<file path="config.mk">
export PLATFORM = sky130hd
export DESIGN_NAME = chess_turn_ctrl
export DESIGN_NICKNAME = d
export VERILOG_FILES = /design/src/rtl/chess_pkg.sv /design/src/rtl/chess_tick_div.sv /design/src/rtl/chess_turn_ctrl.sv
export SDC_FILE = /design/constraint.sdc
export NUM_CORES = 1
export LEC_CHECK = 0
export ABC_AREA = 1
export CAP_MARGIN = 0
export CORE_UTILIZATION = 45
export DETAILED_ROUTE_END_ITERATION = 7
export GPL_ROUTABILITY_DRIVEN = 0
export PLACE_DENSITY = 0.71
export SETUP_SLACK_MARGIN = 0.15
export SLEW_MARGIN = 25
export SYNTH_ARGS = -nofsm -noshare
export SYNTH_HDL_FRONTEND = slang
export SYNTH_SLANG_ARGS = --single-unit
</file>
<file path="constraint.sdc">
create_clock -name clk -period 1.9 [get_ports clk]
set_input_delay 0.19 -clock clk [delete_from_list [all_inputs] [get_ports clk]]
set_output_delay 0.19 -clock clk [all_outputs]
set_load 0.01 [all_outputs]
</file>
<file path="src/rtl/chess_pkg.sv">
// Shared encodings for the chess clock game sequencer: FSM states and player ids.
package chess_pkg;

    typedef enum logic [2:0] {
        ST_IDLE  = 3'd0,
        ST_LOAD  = 3'd1,
        ST_READY = 3'd2,
        ST_RUN1  = 3'd3,
        ST_RUN2  = 3'd4,
        ST_PAUSE = 3'd5,
        ST_OVER  = 3'd6
    } state_t;

    localparam logic P1 = 1'b0;
    localparam logic P2 = 1'b1;

endpackage

</file>
<file path="src/rtl/chess_tick_div.sv">
// Prescaler that turns the system clock into one wrap flag every TICK_DIV running cycles.
module chess_tick_div #(
    parameter int TICK_DIV = 50
) (
    input  logic clk,
    input  logic reset,
    input  logic clr,
    input  logic run,
    output logic tick
);

    localparam logic [15:0] LAST = 16'(TICK_DIV - 1);

    logic [15:0] cnt;

    // tick marks the cycle in which the count wraps; the caller registers it.
    assign tick = run && (cnt == LAST);

    // NOTE: sequential state uses non-blocking assignments so every flop samples pre-edge values.
    always_ff @(posedge clk) begin
        if (reset || clr) begin
            cnt <= '0;
        end else if (run) begin
            cnt <= tick ? 16'd0 : cnt + 16'd1;
        end
    end

endmodule

</file>
<file path="src/rtl/chess_turn_ctrl.sv">
// Chess clock game sequencer: loads budgets, alternates the running counter, handles pause and flag fall.
module chess_turn_ctrl
    import chess_pkg::*;
#(
    parameter int TICK_DIV = 50,
    parameter int TW       = 8
) (
    input  logic          clk,
    input  logic          reset,
    input  logic          start,
    input  logic          pause,
    input  logic          btn1,
    input  logic          btn2,
    input  logic [TW-1:0] time_in,
    input  logic          fin,
    output logic          enload,
    output logic [TW-1:0] load_val,
    output logic          count1,
    output logic          count2,
    output logic          turn,
    output logic          game_over,
    output logic          loser,
    output logic [7:0]    moves
);

    state_t state, next_state;
    logic   start_q, pause_q, btn1_q, btn2_q;
    logic   start_e, pause_e, btn1_e, btn2_e;
    logic   clr, run, tick, switch_turn;

    assign start_e = start && !start_q;
    assign pause_e = pause && !pause_q;
    assign btn1_e  = btn1 && !btn1_q;
    assign btn2_e  = btn2 && !btn2_q;

    assign run         = (state == ST_RUN1) || (state == ST_RUN2);
    assign switch_turn = ((state == ST_RUN1) && (next_state == ST_RUN2)) ||
                         ((state == ST_RUN2) && (next_state == ST_RUN1));

    chess_tick_div #(.TICK_DIV(TICK_DIV)) u_tick_div (
        .clk   (clk),
        .reset (reset),
        .clr   (clr),
        .run   (run),
        .tick  (tick)
    );

    always_ff @(posedge clk) begin
        if (reset) begin
            state   <= ST_IDLE;
            start_q <= 1'b0;
            pause_q <= 1'b0;
            btn1_q  <= 1'b0;
            btn2_q  <= 1'b0;
        end else begin
            state   <= next_state;
            start_q <= start;
            pause_q <= pause;
            btn1_q  <= btn1;
            btn2_q  <= btn2;
        end
    end

    // NOTE: every signal driven here gets a default first, so no path can infer a latch.
    always_comb begin
        next_state = state;
        clr        = 1'b0;
        case (state)
            ST_IDLE, ST_OVER: if (start_e) next_state = ST_LOAD;
            ST_LOAD:  next_state = ST_READY;
            ST_READY: if (btn2_e) begin
                next_state = ST_RUN1;
                clr        = 1'b1;
            end
            ST_RUN1: begin
                if (fin)          next_state = ST_OVER;
                else if (pause_e) next_state = ST_PAUSE;
                else if (btn1_e) begin
                    next_state = ST_RUN2;
                    clr        = 1'b1;
                end
            end
            ST_RUN2: begin
                if (fin)          next_state = ST_OVER;
                else if (pause_e) next_state = ST_PAUSE;
                else if (btn2_e) begin
                    next_state = ST_RUN1;
                    clr        = 1'b1;
                end
            end
            ST_PAUSE: if (pause_e) next_state = (turn == P2) ? ST_RUN2 : ST_RUN1;
            default:  next_state = ST_IDLE;
        endcase
    end

    // Outputs are registered from the transition being taken, so they line up with the new state.
    always_ff @(posedge clk) begin
        if (reset) begin
            enload    <= 1'b0;
            load_val  <= '0;
            count1    <= 1'b0;
            count2    <= 1'b0;
            turn      <= P1;
            game_over <= 1'b0;
            loser     <= P1;
            moves     <= 8'd0;
        end else begin
            enload <= (next_state == ST_LOAD);
            // A wrap only becomes a pulse if the same player is still running next cycle.
            count1 <= tick && (state == ST_RUN1) && (next_state == ST_RUN1);
            count2 <= tick && (state == ST_RUN2) && (next_state == ST_RUN2);
            if (next_state == ST_LOAD) begin
                load_val  <= time_in;
                moves     <= 8'd0;
                game_over <= 1'b0;
                loser     <= P1;
                turn      <= P1;
            end
            if (run && (next_state == ST_OVER)) begin
                game_over <= 1'b1;
                loser     <= (state == ST_RUN2) ? P2 : P1;
            end
            if (switch_turn) begin
                turn <= ~turn;
                if (moves != 8'd255) moves <= moves + 8'd1;
            end
        end
    end

endmodule

</file>
==> results of run 1 <==
==> state kept, by name (all words and copies together), names as in the netlist <==
register,flops
state,3
loser,1
btn1_q,1
count2,1
turn,1
enload,1
game_over,1
start_q,1
moves,8
load_val,8
u_tick_div.cnt,16
pause_q,1
count1,1
btn2_q,1
==> metrics by stage <==
step                instance area, um2  worst slack, ps  std cells
floorplan                         2460              390        368
global placement                  2900              246        472
detailed placement                2900              190        472
CTS                               3000              259        479
global route                      3010              155        479
finish                            3010              304        479
==> cell usage in the layout (no fill, tap or decap) <==
cell type / n
o22ai_1: 1
xor2_1: 5
nand2_4: 3
dfxtp_1: 43
nor3_1: 10
or2_1: 1
nor3b_2: 2
nand2_2: 4
xnor2_1: 1
nand3_2: 3
clkinv_2: 1
o21ai_0: 17
nor2_2: 6
clkinv_1: 1
nand3_1: 31
nor2_1: 57
buf_4: 4
nor3_2: 3
inv_1: 43
clkbuf_8: 5
clkdlybuf4s50_1: 36
bufinv_16: 1
clkinv_4: 1
a21oi_1: 20
nand4_1: 10
o21ai_2: 3
nand3b_1: 1
ha_1: 3
dfxtp_2: 2
nor2_4: 2
nand2_1: 81
a21oi_2: 1
inv_2: 7
==> metal layers <==
metal / vias to the layer above / global-route usage / routed length [um]
li1: 1254 / - / -
met1: 1026 / 0.253 / 2590
met2: 57 / 0.333 / 2380
met3: 6 / 0.0518 / 351
met4: 0 / 0.0827 / 70
met5: - / 0 / 0
==> worst max-delay path, cell delays in order, from the launching register on <==
cell and delay, ps:
dfxtp_2 370, ha_1 190, nand3_1 130, nor2_1 120, nand2_1 90, nor2_1 130, nand2_1 100, nand2_4 110
clkinv_4 80, a21oi_1 120, nor2_1 50
==> power by group through the flow <==
stage	Combinational [mW]	Clock (mW)	Sequential (mW)
finish	1.11	0.703	1.19
global route	1.26	0.759	1.21
CTS	1.12	0.737	1.19
detailed placement	1.12	0	1.21
global placement	1.11	0	1.20
floorplan	0.729	0	1.23
==> worst paths after layout <==
kind,from,to,cells after the start
worst max-delay path,moves[0],moves[0],10
worst min-delay path,start,start_q,3
worst max register to register,moves[0],moves[0],10
worst min register to register,game_over,game_over,2
==> cell families (layout without fill, tap and decap cells) <==
kind of cell,count (synthesis),in the layout,share of synthesized area
AO/OA/AOI/OAI,42,42,0.0920
flip-flops,45,45,0.366
adder cells (fa/ha/maj),3,3,0.0153
AND/OR/NAND/NOR,214,214,0.407
XOR/XNOR,6,6,0.0214
buffers and inverters,58,99,0.0986
==> final cells by class <==
type / instances / area [um2]
timing repair buffer: 40 / 390
fill: 499 / 2170
tap: 70 / 87.6
inverter: 52 / 200
clock buffer: 5 / 68.8
multi-input combinational: 265 / 1320
sequential: 45 / 903
clock inverter: 2 / 35.0
==> tab_implementation.tex, run 1 <==
\begin{tabular}{lr}
\hline
Metric & Value \\
\hline
\multicolumn{2}{l}{\textbf{Flow run}} \\
Maximum capacitance violations & 0 \\
\multicolumn{2}{l}{\textbf{Synthesis}} \\
Area of the mapped netlist & 0.00246 mm2 \\
Asr flop ratio synth & 0 \\
Most used DFF post-synth & dfxtp\_1 \\
Count of flip-flops with a built-in enable after synthesis & 0 \\
Count of different cell masters after synthesis & 31 \\
List of most frequent post-synthesis cells & nand2\_1 (81), nor2\_1 (58), dfxtp\_1 (45) \\
Post-synthesis cell type with the largest combined area & dfxtp\_1 \\
Share of the yosys chip area belonging to registers & 0.366 \\
Fraction of post-synthesis cell area in the top cell type by area & 0.366 \\
Synthesized area per cell & between 6 and 7 um2 \\
Synthesis Warnings & 0 \\
Synth Net Count & 386 \\
Leading cell type by number of instances after synthesis & nand2\_1 \\
Synthesized instance count & around 370 \\
Cells taking the most area after synthesis & dfxtp\_1 (37\%), nand2\_1 (12\%), nor2\_1 (8.8\%), inv\_1 (6.6\%), nand3\_1 (6.3\%) \\
Number of flip-flops and latches in the synthesized netlist & 45 \\
\multicolumn{2}{l}{\textbf{Clock network}} \\
H-tree levels & 2 \\
Total number of clock tree sinks & 45 \\
Worst-skew pair later-pin latency & 300 ps \\
Hold buffer count at cts & 0 \\
CTS buffer count & 5 \\
CTS resizes & 0 \\
Count of buffers added by post-CTS timing repair for setup & 0 \\
Max Buffers Root-to-Sink & 2 \\
Buffer cell driving the clock tree root & clkbuf\_8 \\
Clock transition at the registers of the reported paths & 90 ps \\
CTS tree & yes \\
\multicolumn{2}{l}{\textbf{Power and ir drop}} \\
Fraction of power spent switching nets & 0.371 \\
Peak ir drop on the vdd network & around 590 uV \\
Clk pwr share & 0.234 \\
Pwr Density & 999 mW/mm2 \\
Part of the total power dissipated in sequential elements & 0.395 \\
Part of the total power dissipated in combinational logic & 0.371 \\
Pwr Total & 3.00 mW \\
Leakage dissipation & 1.17 nW \\
Sw power & 1.11 mW \\
Internal power component & 1.89 mW \\
\multicolumn{2}{l}{\textbf{Routing}} \\
First-pass DRT Iterations & 4 \\
Post-route DRC violation count & 0 \\
Vias post-DR & 2343 \\
Via density per instance & 4.89 \\
Final WL & 5390 um \\
Count of routing violations after the opening detailed-route iteration & between 150 and 200 \\
Routed length per placed instance & about 11 um \\
Post-detailed-route count of antenna-violating nets & 0 \\
\multicolumn{2}{l}{\textbf{Die}} \\
Core ar. & 0.00517 mm2 \\
I/O pin total & 37 \\
Effective utilization at floorplan & 0.476 \\
Vertical die dimension & 76.0 um \\
Floorplan die area & just under 0.006 mm2 \\
Floorplan row count & 26 \\
Overall die width & about 76 um \\
\multicolumn{2}{l}{\textbf{Layout}} \\
Fraction of layout instances using a drive strength above 1 & 0.117 \\
Final standard cell utilization of the core & 0.581 \\
Area growth, synth to finish & 22.1\% \\
Antenna diode count & 0 \\
Number of nets at the end of the flow & between 400 and 500 \\
\multicolumn{2}{l}{\textbf{Timing}} \\
Number of hold violations in the final report & 0 \\
Transition time of the tightest slew-check pin & 488 ps \\
Final hold slack & 430 ps \\
Summed negative setup slack over all endpoints & 0 ps \\
Worst slew margin relative to its limit & 0.672 \\
Minimum period implied by the final worst setup slack & 1600 ps \\
Setup repair after global routing missed its margin & no \\
Fin. max-slew vios & 0 \\
Tcrit/Tclk final & 0.840 \\
Top achievable clock speed & 627 MHz \\
Final number of setup-violating endpoints & 0 \\
Clock tree skew after final layout & 8.97 ps \\
\multicolumn{2}{l}{\textbf{GRT}} \\
Number of global-route vias before repair & 2189 \\
Pin count of the biggest net entering global routing & 18 \\
GRT Residual Overflow & 0 \\
Global-route wire length before repair & between 9000 and 10000 um \\
Initial antenna violation count & 0 \\
GRT Overall Usage & 0.203 \\
\multicolumn{2}{l}{\textbf{Worst setup path}} \\
Kind of start point of the critical path & register \\
Endpoint class of the critical path & register \\
Slack of the worst reg-to-reg path & between 300 and 400 ps \\
Arr. time, crit path & 1800 ps \\
Max Fanout on Critical Path & 7 \\
Worst Setup Path Type & register to register \\
Worst endpoint required time & 2100 ps \\
\multicolumn{2}{l}{\textbf{Place}} \\
DP Wirelength & around 4000 um \\
Port buffer count & 36 \\
\multicolumn{2}{l}{\textbf{Hold path}} \\
Path type of the worst min-delay path & input pin to register \\
\multicolumn{2}{l}{\textbf{Status}} \\
Status & finished clean \\
\hline
\end{tabular}
Note: power is estimated with default switching activity, not from simulation.
==> inputs of run 2 (changes only) <==
- PLACE_DENSITY: 0.71 -> 0.74
- clock period: 1.9 -> 1.3 ns (I/O delays scaled with it)
==> run 2 against run 1 <==
  * Non-clock buffer count up 50
  * Largest cell class unchanged
  * Global-route usage up 4.8 points
  * Power up 80%
  * Final area up 29%
  * Cell count up 11%
  * Setup slack worse by 500 ps
  * Critical path depth unchanged
  * Via count up 16%
  * Maximum frequency up 6.9%
  * The run now ends with setup timing left
==> tab_implementation.tex, run 2 (synthesized netlist as in run 1, its figures left out) <==
\begin{tabular}{lr}
\hline
Metric & Value \\
\hline
\multicolumn{2}{l}{\textbf{Layout}} \\
Fraction of layout instances using a drive strength above 1 & 0.416 (+0.299) \\
Largest registers in the final layout & u\_tick\_div.cnt (16), load\_val (8), moves (8) \\
\# fillers & 368 (-26\%) \\
Antenna diode count & 0 (unchanged) \\
Top library cells by usage in the layout, fill and taps aside & nand2\_1 (66), nor2\_1 (46), buf\_4 (38), inv\_1 (35), dfxtp\_1 (24) \\
Most flops, register & u\_tick\_div.cnt \\
Area growth, synth to finish & 57.1\% \\
Post-route design area & 0.00387 mm2 (+29\%) \\
Commonest non-fill, non-tap cell in the layout & nand2\_1 \\
Largest register FFs & 16 (unchanged) \\
Number of nets at the end of the flow & 478 (+12\%) \\
Final Non-Filler Cells & 531 (+11\%) \\
\multicolumn{2}{l}{\textbf{Timing}} \\
Number of hold violations in the final report & 0 (unchanged) \\
Minimum period implied by the final worst setup slack & 1490 ps (-103 ps) \\
Setup repair after global routing missed its margin & yes \\
Final number of setup-violating endpoints & 30 (+30) \\
Final hold slack & 373 ps (-57.0 ps) \\
Top achievable clock speed & 670 MHz (+6.9\%) \\
Transition time of the tightest slew-check pin & 311 ps (-177 ps) \\
Clock tree skew after final layout & 8.25 ps (-0.717 ps) \\
Worst slew margin relative to its limit & 0.791 (+0.119) \\
Tcrit/Tclk final & 1.15 (+0.309) \\
Worst path setup slack after routing & -193 ps (-497 ps) \\
Fin. max-slew vios & 0 (unchanged) \\
\multicolumn{2}{l}{\textbf{Worst setup path}} \\
Cell family contributing the most delay on the critical path & simple AND/OR/NAND/NOR gates \\
Endpoint class of the critical path & register \\
Kind of start point of the critical path & register \\
FF-to-FF End & moves[0] \\
Max Fanout on Critical Path & 7 (unchanged) \\
Logic depth of the worst setup path including buffers & 10 (unchanged) \\
Arr. time, crit path & 1690 ps (-110 ps) \\
Slack of the worst reg-to-reg path & -190 ps (-500 ps) \\
Library cell contributing the largest single delay on the critical path & dfxtp\_4 \\
Library cell appearing most often on the critical path & nor2\_1 \\
Series of cell instances along the critical path & ha\_4 -> nand3\_2 -> nor2\_1 -> nand2\_1 -> nor2\_2 -> nand2\_2 -> nand2\_8 -> clkinv\_8 -> a21oi\_2 -> nor2\_1 \\
Highest cell delay on the worst timing path & 370 ps (about the same) \\
Launching point of the worst reg2reg path & moves[0] \\
Cells on worst reg2reg path & 10 (unchanged) \\
Worst endpoint required time & 1500 ps (-600 ps) \\
Number of buffers and inverters on the critical path & 1 (unchanged) \\
Worst Setup Path Type & register to register \\
\multicolumn{2}{l}{\textbf{Place}} \\
Placed Cells & 500 (+5.9\%) \\
Pre-CTS setup slack & -355 ps (-545 ps) \\
Port buffer count & 36 (unchanged) \\
Post-place instance area & 0.00325 mm2 (+12\%) \\
DP Wirelength & 4530 um (+13\%) \\
\multicolumn{2}{l}{\textbf{Routing}} \\
Vias post-DR & 2713 (+16\%) \\
Routed length per placed instance & 13.9 um (+23\%) \\
Via density per instance & 5.11 (+4.5\%) \\
Post-route DRC violation count & 0 (unchanged) \\
Count of routing violations after the opening detailed-route iteration & 120 (-35\%) \\
First-pass DRT Iterations & 5 (+1) \\
Post-detailed-route count of antenna-violating nets & 0 (unchanged) \\
Final WL & 7360 um (+37\%) \\
\multicolumn{2}{l}{\textbf{Status}} \\
Violated checks & setup timing \\
Status & finished with violations \\
\multicolumn{2}{l}{\textbf{Die}} \\
Overall die width & 76.0 um (unchanged) \\
Core ar. & 0.00517 mm2 (unchanged) \\
Vertical die dimension & 76.0 um (unchanged) \\
Floorplan die area & 0.00577 mm2 (unchanged) \\
Effective utilization at floorplan & 0.476 (unchanged) \\
I/O pin total & 37 (unchanged) \\
Floorplan row count & 26 (unchanged) \\
\multicolumn{2}{l}{\textbf{Clock network}} \\
Total number of clock tree sinks & 45 (unchanged) \\
H-tree levels & 2 (unchanged) \\
Buffer cell driving the clock tree root & clkbuf\_8 \\
CTS tree & yes \\
Clock transition at the registers of the reported paths & 90 ps (about the same) \\
Max Buffers Root-to-Sink & 2 (unchanged) \\
Worst-skew pair later-pin latency & 300 ps (about the same) \\
Hold buffer count at cts & 0 (unchanged) \\
CTS buffer count & 5 (unchanged) \\
\multicolumn{2}{l}{\textbf{Hold path}} \\
Hold EP & start\_q \\
Number of cells on the worst hold path & 3 (unchanged) \\
Path type of the worst min-delay path & input pin to register \\
Hold Path Origin & start \\
\multicolumn{2}{l}{\textbf{Flow run}} \\
Maximum capacitance violations & 0 (unchanged) \\
\multicolumn{2}{l}{\textbf{GRT}} \\
Number of global-route vias before repair & 2555 (+17\%) \\
GRT Residual Overflow & 0 (unchanged) \\
Initial antenna violation count & 0 (unchanged) \\
GRT Overall Usage & 0.251 (+0.0484) \\
Global-route wire length before repair & 11600 um (+22\%) \\
Pin count of the biggest net entering global routing & 18 (unchanged) \\
\multicolumn{2}{l}{\textbf{Power and ir drop}} \\
Leakage dissipation & 1.64 nW (+40\%) \\
Peak ir drop on the vdd network & 884 uV (+51\%) \\
Pwr Density & 1400 mW/mm2 (+40\%) \\
\hline
\end{tabular}
[run 2: changes by cell type in the layout (fill, tap and decap cells not counted), moves of 9 or more]
cell,change
o21ai_0,-15
a21oi_2,+14
nand2_1,-15
dlygate4sd2_1,+18
clkdlybuf4s50_1,-23
dfxtp_2,+13
dfxtp_1,-19
a21oi_1,-14
buf_6,+10
nor2_1,-11
nand2_2,+9
buf_4,+34
[run 2: area by class of cell]
class | count | area, um2 | area share
multi-input combinational | 265 | 1660 | 0.430
sequential | 45 | 942 | 0.244
timing repair buffer | 90 | 833 | 0.216
inverter | 52 | 245 | 0.0634
tap | 70 | 87.6 | 0.0227
clock buffer | 6 | 72.6 | 0.0188
clock inverter | 2 | 13.8 | 0.00356
timing repair inverter | 1 | 7.51 | 0.00194
[run 2: worst max-delay path by stage]
| stage | to | slack (ps) | start |
|---|---|---|---|
| global placement | u_tick_div.cnt[9] | -290 | pause |
| detailed placement | u_tick_div.cnt[6] | -360 | pause |
| floorplan | moves[0] | -100 | moves[1] |
| CTS | moves[1] | -100 | moves[0] |
| finish | moves[0] | -190 | moves[0] |
| global route | moves[0] | -280 | moves[0] |
[run 2: repair_timing]
| action | 4_1_cts | 5_1_grt |
|---|---|---|
| pin swaps | 20 | 15 |
| setup buffers | 14 | 6 |
| gates cloned | 3 | 0 |
| endpoints found under the setup margin | 63 | 43 |
| resized for setup | 97 | 58 |
[run 2: per-stage QoR]
step / total power [mW] / setup TNS (ps) / util
3_3_place_gp: 3.79 / -7220 / 0.628
4_1_cts: 5.19 / -1150 / 0.705
6_report: 5.41 / -2330 / 0.747
3_5_place_dp: 3.82 / -8740 / 0.628
2_1_floorplan: 3.00 / -409 / -
5_1_grt: 5.78 / -4910 / 0.747
[run 2: power breakdown]
group	internal (mW)	switching, mW
Clock	0.381	0.490
Combinational	1.26	1.51
Sequential	1.60	0.177
Total	3.24	2.17
[run 2: worst register-to-register path: cells and delay by family (launching register included)]
family / cells / cell delay (ps)
AO/OA/AOI/OAI: 1 / 110
buffers and inverters: 1 / 80
AND/OR/NAND/NOR: 7 / 710
flip-flops: 1 / 370
adder cells (fa/ha/maj): 1 / 140
[run 2: metal layers]
layer	global-route usage	wire length, um	vias to the layer above
li1	-	-	1355
met5	0	0	-
met1	0.293	3070	1297
met2	0.445	3940	49
met4	0.112	136	0
met3	0.0470	216	12
==> inputs of run 3 (changes only) <==
- CTS_CLUSTER_SIZE: unset -> 10
==> results of run 3 <==
Same layout as run 2: the final DEF is identical, and so are final timing and power.
==> RTL change 1, RTL diff (config.mk and constraints of run 1) <==
Register the inputs `start`, `pause`, `btn1`, `btn2`, `time_in` and `fin` before use, without a reset. The logic sees them one clock later.
--- a/src/rtl/chess_turn_ctrl.sv
+++ b/src/rtl/chess_turn_ctrl.sv
@@ -23,15 +23,31 @@
     output logic [7:0]    moves
 );
 
+    logic start_r;
+    logic pause_r;
+    logic btn1_r;
+    logic btn2_r;
+    logic [TW-1:0] time_q;
+    logic fin_q;
+
+    always_ff @(posedge clk) begin
+        start_r <= start;
+        pause_r <= pause;
+        btn1_r  <= btn1;
+        btn2_r  <= btn2;
+        time_q  <= time_in;
+        fin_q   <= fin;
+    end
+
     state_t state, next_state;
     logic   start_q, pause_q, btn1_q, btn2_q;
     logic   start_e, pause_e, btn1_e, btn2_e;
     logic   clr, run, tick, switch_turn;
 
-    assign start_e = start && !start_q;
-    assign pause_e = pause && !pause_q;
-    assign btn1_e  = btn1 && !btn1_q;
-    assign btn2_e  = btn2 && !btn2_q;
+    assign start_e = start_r && !start_q;
+    assign pause_e = pause_r && !pause_q;
+    assign btn1_e  = btn1_r && !btn1_q;
+    assign btn2_e  = btn2_r && !btn2_q;
 
     assign run         = (state == ST_RUN1) || (state == ST_RUN2);
     assign switch_turn = ((state == ST_RUN1) && (next_state == ST_RUN2)) ||
@@ -54,10 +70,10 @@
             btn2_q  <= 1'b0;
         end else begin
             state   <= next_state;
-            start_q <= start;
-            pause_q <= pause;
-            btn1_q  <= btn1;
-            btn2_q  <= btn2;
+            start_q <= start_r;
+            pause_q <= pause_r;
+            btn1_q  <= btn1_r;
+            btn2_q  <= btn2_r;
         end
     end
 
@@ -73,7 +89,7 @@
                 clr        = 1'b1;
             end
             ST_RUN1: begin
-                if (fin)          next_state = ST_OVER;
+                if (fin_q)          next_state = ST_OVER;
                 else if (pause_e) next_state = ST_PAUSE;
                 else if (btn1_e) begin
                     next_state = ST_RUN2;
@@ -81,7 +97,7 @@
                 end
             end
             ST_RUN2: begin
-                if (fin)          next_state = ST_OVER;
+                if (fin_q)          next_state = ST_OVER;
                 else if (pause_e) next_state = ST_PAUSE;
                 else if (btn2_e) begin
                     next_state = ST_RUN1;
@@ -110,7 +126,7 @@
             count1 <= tick && (state == ST_RUN1) && (next_state == ST_RUN1);
             count2 <= tick && (state == ST_RUN2) && (next_state == ST_RUN2);
             if (next_state == ST_LOAD) begin
-                load_val  <= time_in;
+                load_val  <= time_q;
                 moves     <= 8'd0;
                 game_over <= 1'b0;
                 loser     <= P1;
Formal check against the unedited RTL: not equivalent (Yosys sat finds a counterexample within 4 cycles, from zero or initial values and one cycle with reset high).
==> RTL change 1 against run 1 <==
  * Count of clock-buffer cells in the layout up 6
  * Sequential cell count increased by 13
  * Largest cell class unchanged
  * Critical path type unchanged
  * Design area increased by 8.7%
  * Worst setup slack worse by 0.012 ns
  * Non-clock buffer count is 1 lower
  * Core utilization grew 0.86 points
  * First-iteration DRC count increased by 1.1%
  * Critical path depth decreased by 1
  * Area after synthesis rose by 6.2%
  * Routed wire length rose by 7.2%
Power is not compared: it rests on default switching activity, and its combinational part moved more than twofold at a synthesized area within 25%.
==> RTL change 1: results (changes against run 1) <==
metric,value,unit,change
drt-initial-drc-count,188,,was 186
met2_length,2524,microns,was 2381 microns
hp-start,pause,,was start
syn-mean-instance-area,7.422,sq um,was 6.688 sq um
wl,5780,microns,was 5393 microns
worst_skew_pair.late_latency,0.34,ns,was 0.30 ns
hold_slack,0.2823,ns,was 0.4299 ns
worstReg2RegEnd,u_tick_div.cnt[13],,was moves[0]
placed_cells,458,,was 472
grt_pass1_vias,2243,,was 2189
synth_area_leaders,"dfxtp_1 44%, nand2_1 11%, nand3_1 6.7%",,"was dfxtp_1 37%, nand2_1 12%, nor2_1 8.8%"
synth_fa_ha_area_frac,0.01437,,was 0.01525
place_area,3050,sq um,was 2897 sq um
finClkSkew,0.009951,ns,was 0.008966 ns
grtUsageMet2,0.3167,,was 0.3327
cts_buffers,9,,was 5
crit_fanout,5,,was 7
ys_seq_area_frac,0.4444,,was 0.3660
grt_pass1_wl,9998,microns,was 9577 microns
hold_path_depth,1,,was 3
synth_cell_types,29,,was 31
critPathSlowestCell,dfxtp_1,,was dfxtp_2
met3_usage,0.05581,,was 0.05181
syn_nets,370,,was 386
tightest_slew,0.4447,ns,was 0.4880 ns
max_stage_delay,0.42,ns,was 0.37 ns
met1_usage,0.2751,,was 0.2530
final_nets,415,,was 427
wl_met1,2762,microns,was 2589 microns
worstRegToRegCells,9,,was 10
outcome,"finished, final reports clean",,unchanged
grt_max_degree,15,,was 18
vias_per_cell,5.194,,was 4.891
fin_ws,0.2918,ns,was 0.3039 ns
reg2reg_from,u_tick_div.cnt[3],,was moves[0]
grt_use_total,0.2102,,was 0.2028
synth_xor_area_frac,0.02682,,was 0.02135
==> RTL change 1: changes by cell type after synthesis, moves of 4 or more <==
| cell | run 1 | this run |
|---|---|---|
| dfxtp_1 | 45 | 58 |
| nor2_1 | 58 | 45 |
| a22o_1 | 0 | 7 |
| inv_1 | 43 | 36 |
| nand2_1 | 81 | 75 |
| o21ai_0 | 17 | 11 |
| nand3_1 | 31 | 35 |
==> RTL change 1: area by class of cell <==
| cell class | count | area (sq um) | share of cell area |
|---|---|---|---|
| Inverter | 42 | 158.9 | 0.04864 |
| Clock inverter | 5 | 52.55 | 0.01609 |
| Clock buffer | 11 | 151.4 | 0.04634 |
| Sequential cell | 58 | 1161 | 0.3554 |
| Timing Repair Buffer | 39 | 382.9 | 0.1172 |
| Multi-Input combinational cell | 247 | 1270 | 0.3887 |
| Tap cell | 72 | 90.09 | 0.02758 |
==> RTL change 2, RTL diff (settings of run 1) <==
Without the edit above. Change the parameter `TW` from 8 to 10.
--- a/src/rtl/chess_turn_ctrl.sv
+++ b/src/rtl/chess_turn_ctrl.sv
@@ -3,7 +3,7 @@
     import chess_pkg::*;
 #(
     parameter int TICK_DIV = 50,
-    parameter int TW       = 8
+    parameter int TW       = 10
 ) (
     input  logic          clk,
     input  logic          reset,
Interface: changed (resized load_val and time_in); port bits go from 37 to 41. The function was not compared with the original's and may differ.
==> RTL change 2 against run 1 <==
  * Power up 3.2%
  * Routed wire length grew 3.6%
  * Core utilization is 1.2 points higher
  * Sequential cell count grew 2
  * Design area up 2.1%
  * Area after synthesis down 0.41%
  * Critical path type unchanged
  * Critical path depth fell by 3
  * Worst setup slack got worse by 0.021 ns
==> RTL change 2: results (changes against run 1) <==
metric,value,unit,change
portBuffers,40,,was 36
drt-initial-drc-count,106,,was 186
routed-wl-met3,287,microns,was 351 microns
grt_use_total,0.2145,,was 0.2028
final_nets,425,,was 427
cts_resized,0,,unchanged
finClkSkew,0.01136,ns,was 0.008966 ns
p_switching,0.001094,W,was 0.001113 W
grt_max_degree,18,,unchanged
p_leak,1.205,nW,was 1.174 nW
routed.top_layer,met4,,unchanged
dr.pass1.iters,4,,unchanged
crit_fanout,9,,was 7
dp_hpwl,4203,microns,was 4017 microns
synth_cell_types,33,,was 31
htree_num_levels,2,,unchanged
cts_setup_buffers,0,,unchanged
hold_slack,0.4170,ns,was 0.4299 ns
wl,5589,microns,was 5393 microns
wl_met1,2673,microns,was 2589 microns
vias,2414,,was 2343
hold_path_depth,3,,unchanged
clk_pin_slew,0.09,ns,about the same
grt_pass1_vias,2085,,was 2189
crit_start,state[1],,was moves[0]
path_class,reg -> reg,,unchanged
hp-start,btn1,,was start
ys_seq_area_frac,0.3839,,was 0.3660
ys_async_sr_fraction,0,,unchanged
layout-drive-gt1-share,0.1010,,was 0.1174
ys_warn_count,0,,unchanged
synth_area_leaders,"dfxtp_1 38%, nor2_1 11%, nand2_1 9.6%",,"was dfxtp_1 37%, nand2_1 12%, nor2_1 8.8%"
hold_path.class,in -> reg,,unchanged
synthTopCellsByCount,"73 x nor2_1, 63 x nand2_1, 47 x dfxtp_1",,"was 81 x nand2_1, 58 x nor2_1, 45 x dfxtp_1"
outcome,"finished, final reports clean",,unchanged
synth_fa_ha_area_frac,0.01531,,was 0.01525
worstPathArrival,1.82,ns,was 1.80 ns
ir_worst_vdd,0.8556,mV,was 0.5871 mV
synth_xor_area_frac,0.02859,,was 0.02135
synth_compound_area_frac,0.1143,,was 0.09202
reg2reg_from,state[1],,was moves[0]
grt_pass1_wl,9294,microns,was 9577 microns
cts_buffer_depth,2,,unchanged
fin_ws,0.2834,ns,was 0.3039 ns
worstReg2RegEnd,u_tick_div.cnt[1],,was moves[0]
maxCapViolCount,0,,unchanged
antenna_found_initial,0,,unchanged
worstRegToRegCells,7,,was 10
reg_top3,"u_tick_div.cnt: 16 flops, load_val: 10 flops, moves: 8 flops",,"was u_tick_div.cnt: 16 flops, load_val: 8 flops, moves: 8 flops"
cts_buffers,5,,unchanged
fill_cells,469,,was 499
diodes,0,,unchanged
syn_nets,380,,was 386
tightest_slew,0.4987,ns,was 0.4880 ns
met2_length,2551,microns,was 2381 microns
dpl_worst_slack,0.09228,ns,was 0.1897 ns
holdPathEnd,btn1_q,,was start_q
synthMuxAreaShare,0,,unchanged
worst_skew_pair.late_latency,0.31,ns,
-- RTL change 2: critical path, cell delays in order (launching register included) --
cell	delay [ns]
dfxtp_1	0.45
nand2_1	0.12
nor2_2	0.19
nand2_2	0.10
o21ai_4	0.28
nor3_4	0.10
inv_2	0.20
nor2_1	0.08
-- RTL change 2: logic make-up after synthesis --
| family | Yosys count |
|---|---|
| AND/OR/NAND/NOR | 200 |
| AO/OA/AOI/OAI | 52 |
| buffers and inverters | 50 |
| flip-flops | 47 |
| XOR/XNOR | 8 |
| adder cells (fa/ha/maj) | 3 |
-- RTL change 2: layer usage --
metal  GRT usage  vias to the layer above
met3     0.04894                        6
met1      0.2749                     1082
met4     0.08025                        0
li1            -                     1255
met2      0.3510                       71
met5           0                        -
-- RTL change 2: stage by stage --
step | area [sq um] | cells
after floorplan | 2451 | 360
after global placement | 2942 | 468
after detailed placement | 2942 | 468
after CTS | 3058 | 476
after global routing | 3068 | 476
final | 3068 | 476
-- RTL change 2: worst max-delay path by stage --
stage,cells past startpoint,endpoint
final,7,u_tick_div.cnt[1]
after global routing,7,u_tick_div.cnt[1]
after CTS,10,moves[1]
after detailed placement,9,u_tick_div.cnt[9]
after global placement,10,moves[0]
after floorplan,10,moves[1]
-- RTL change 2: area by class of cell --
class                   count  area (sq um)  share of cell area
clock buffers               5         68.82             0.02243
flip-flops and latches     47         947.2              0.3087
inverters                  43         166.4             0.05424
multi-input cells         263          1313              0.4278
repair buffers             45         437.9              0.1427
well taps                  70         87.58             0.02855
clock inverters             3         47.55             0.01550
-- RTL change 2: power by group through the flow --
stage          Sequential, W  Clock, W  Combinational (W)
2_1_floorplan        0.00130         0           0.000612
3_3_place_gp         0.00126         0            0.00109
3_5_place_dp         0.00127         0            0.00110
4_1_cts              0.00124  0.000794            0.00110
5_1_grt              0.00126  0.000831            0.00123
6_report             0.00124  0.000766            0.00109
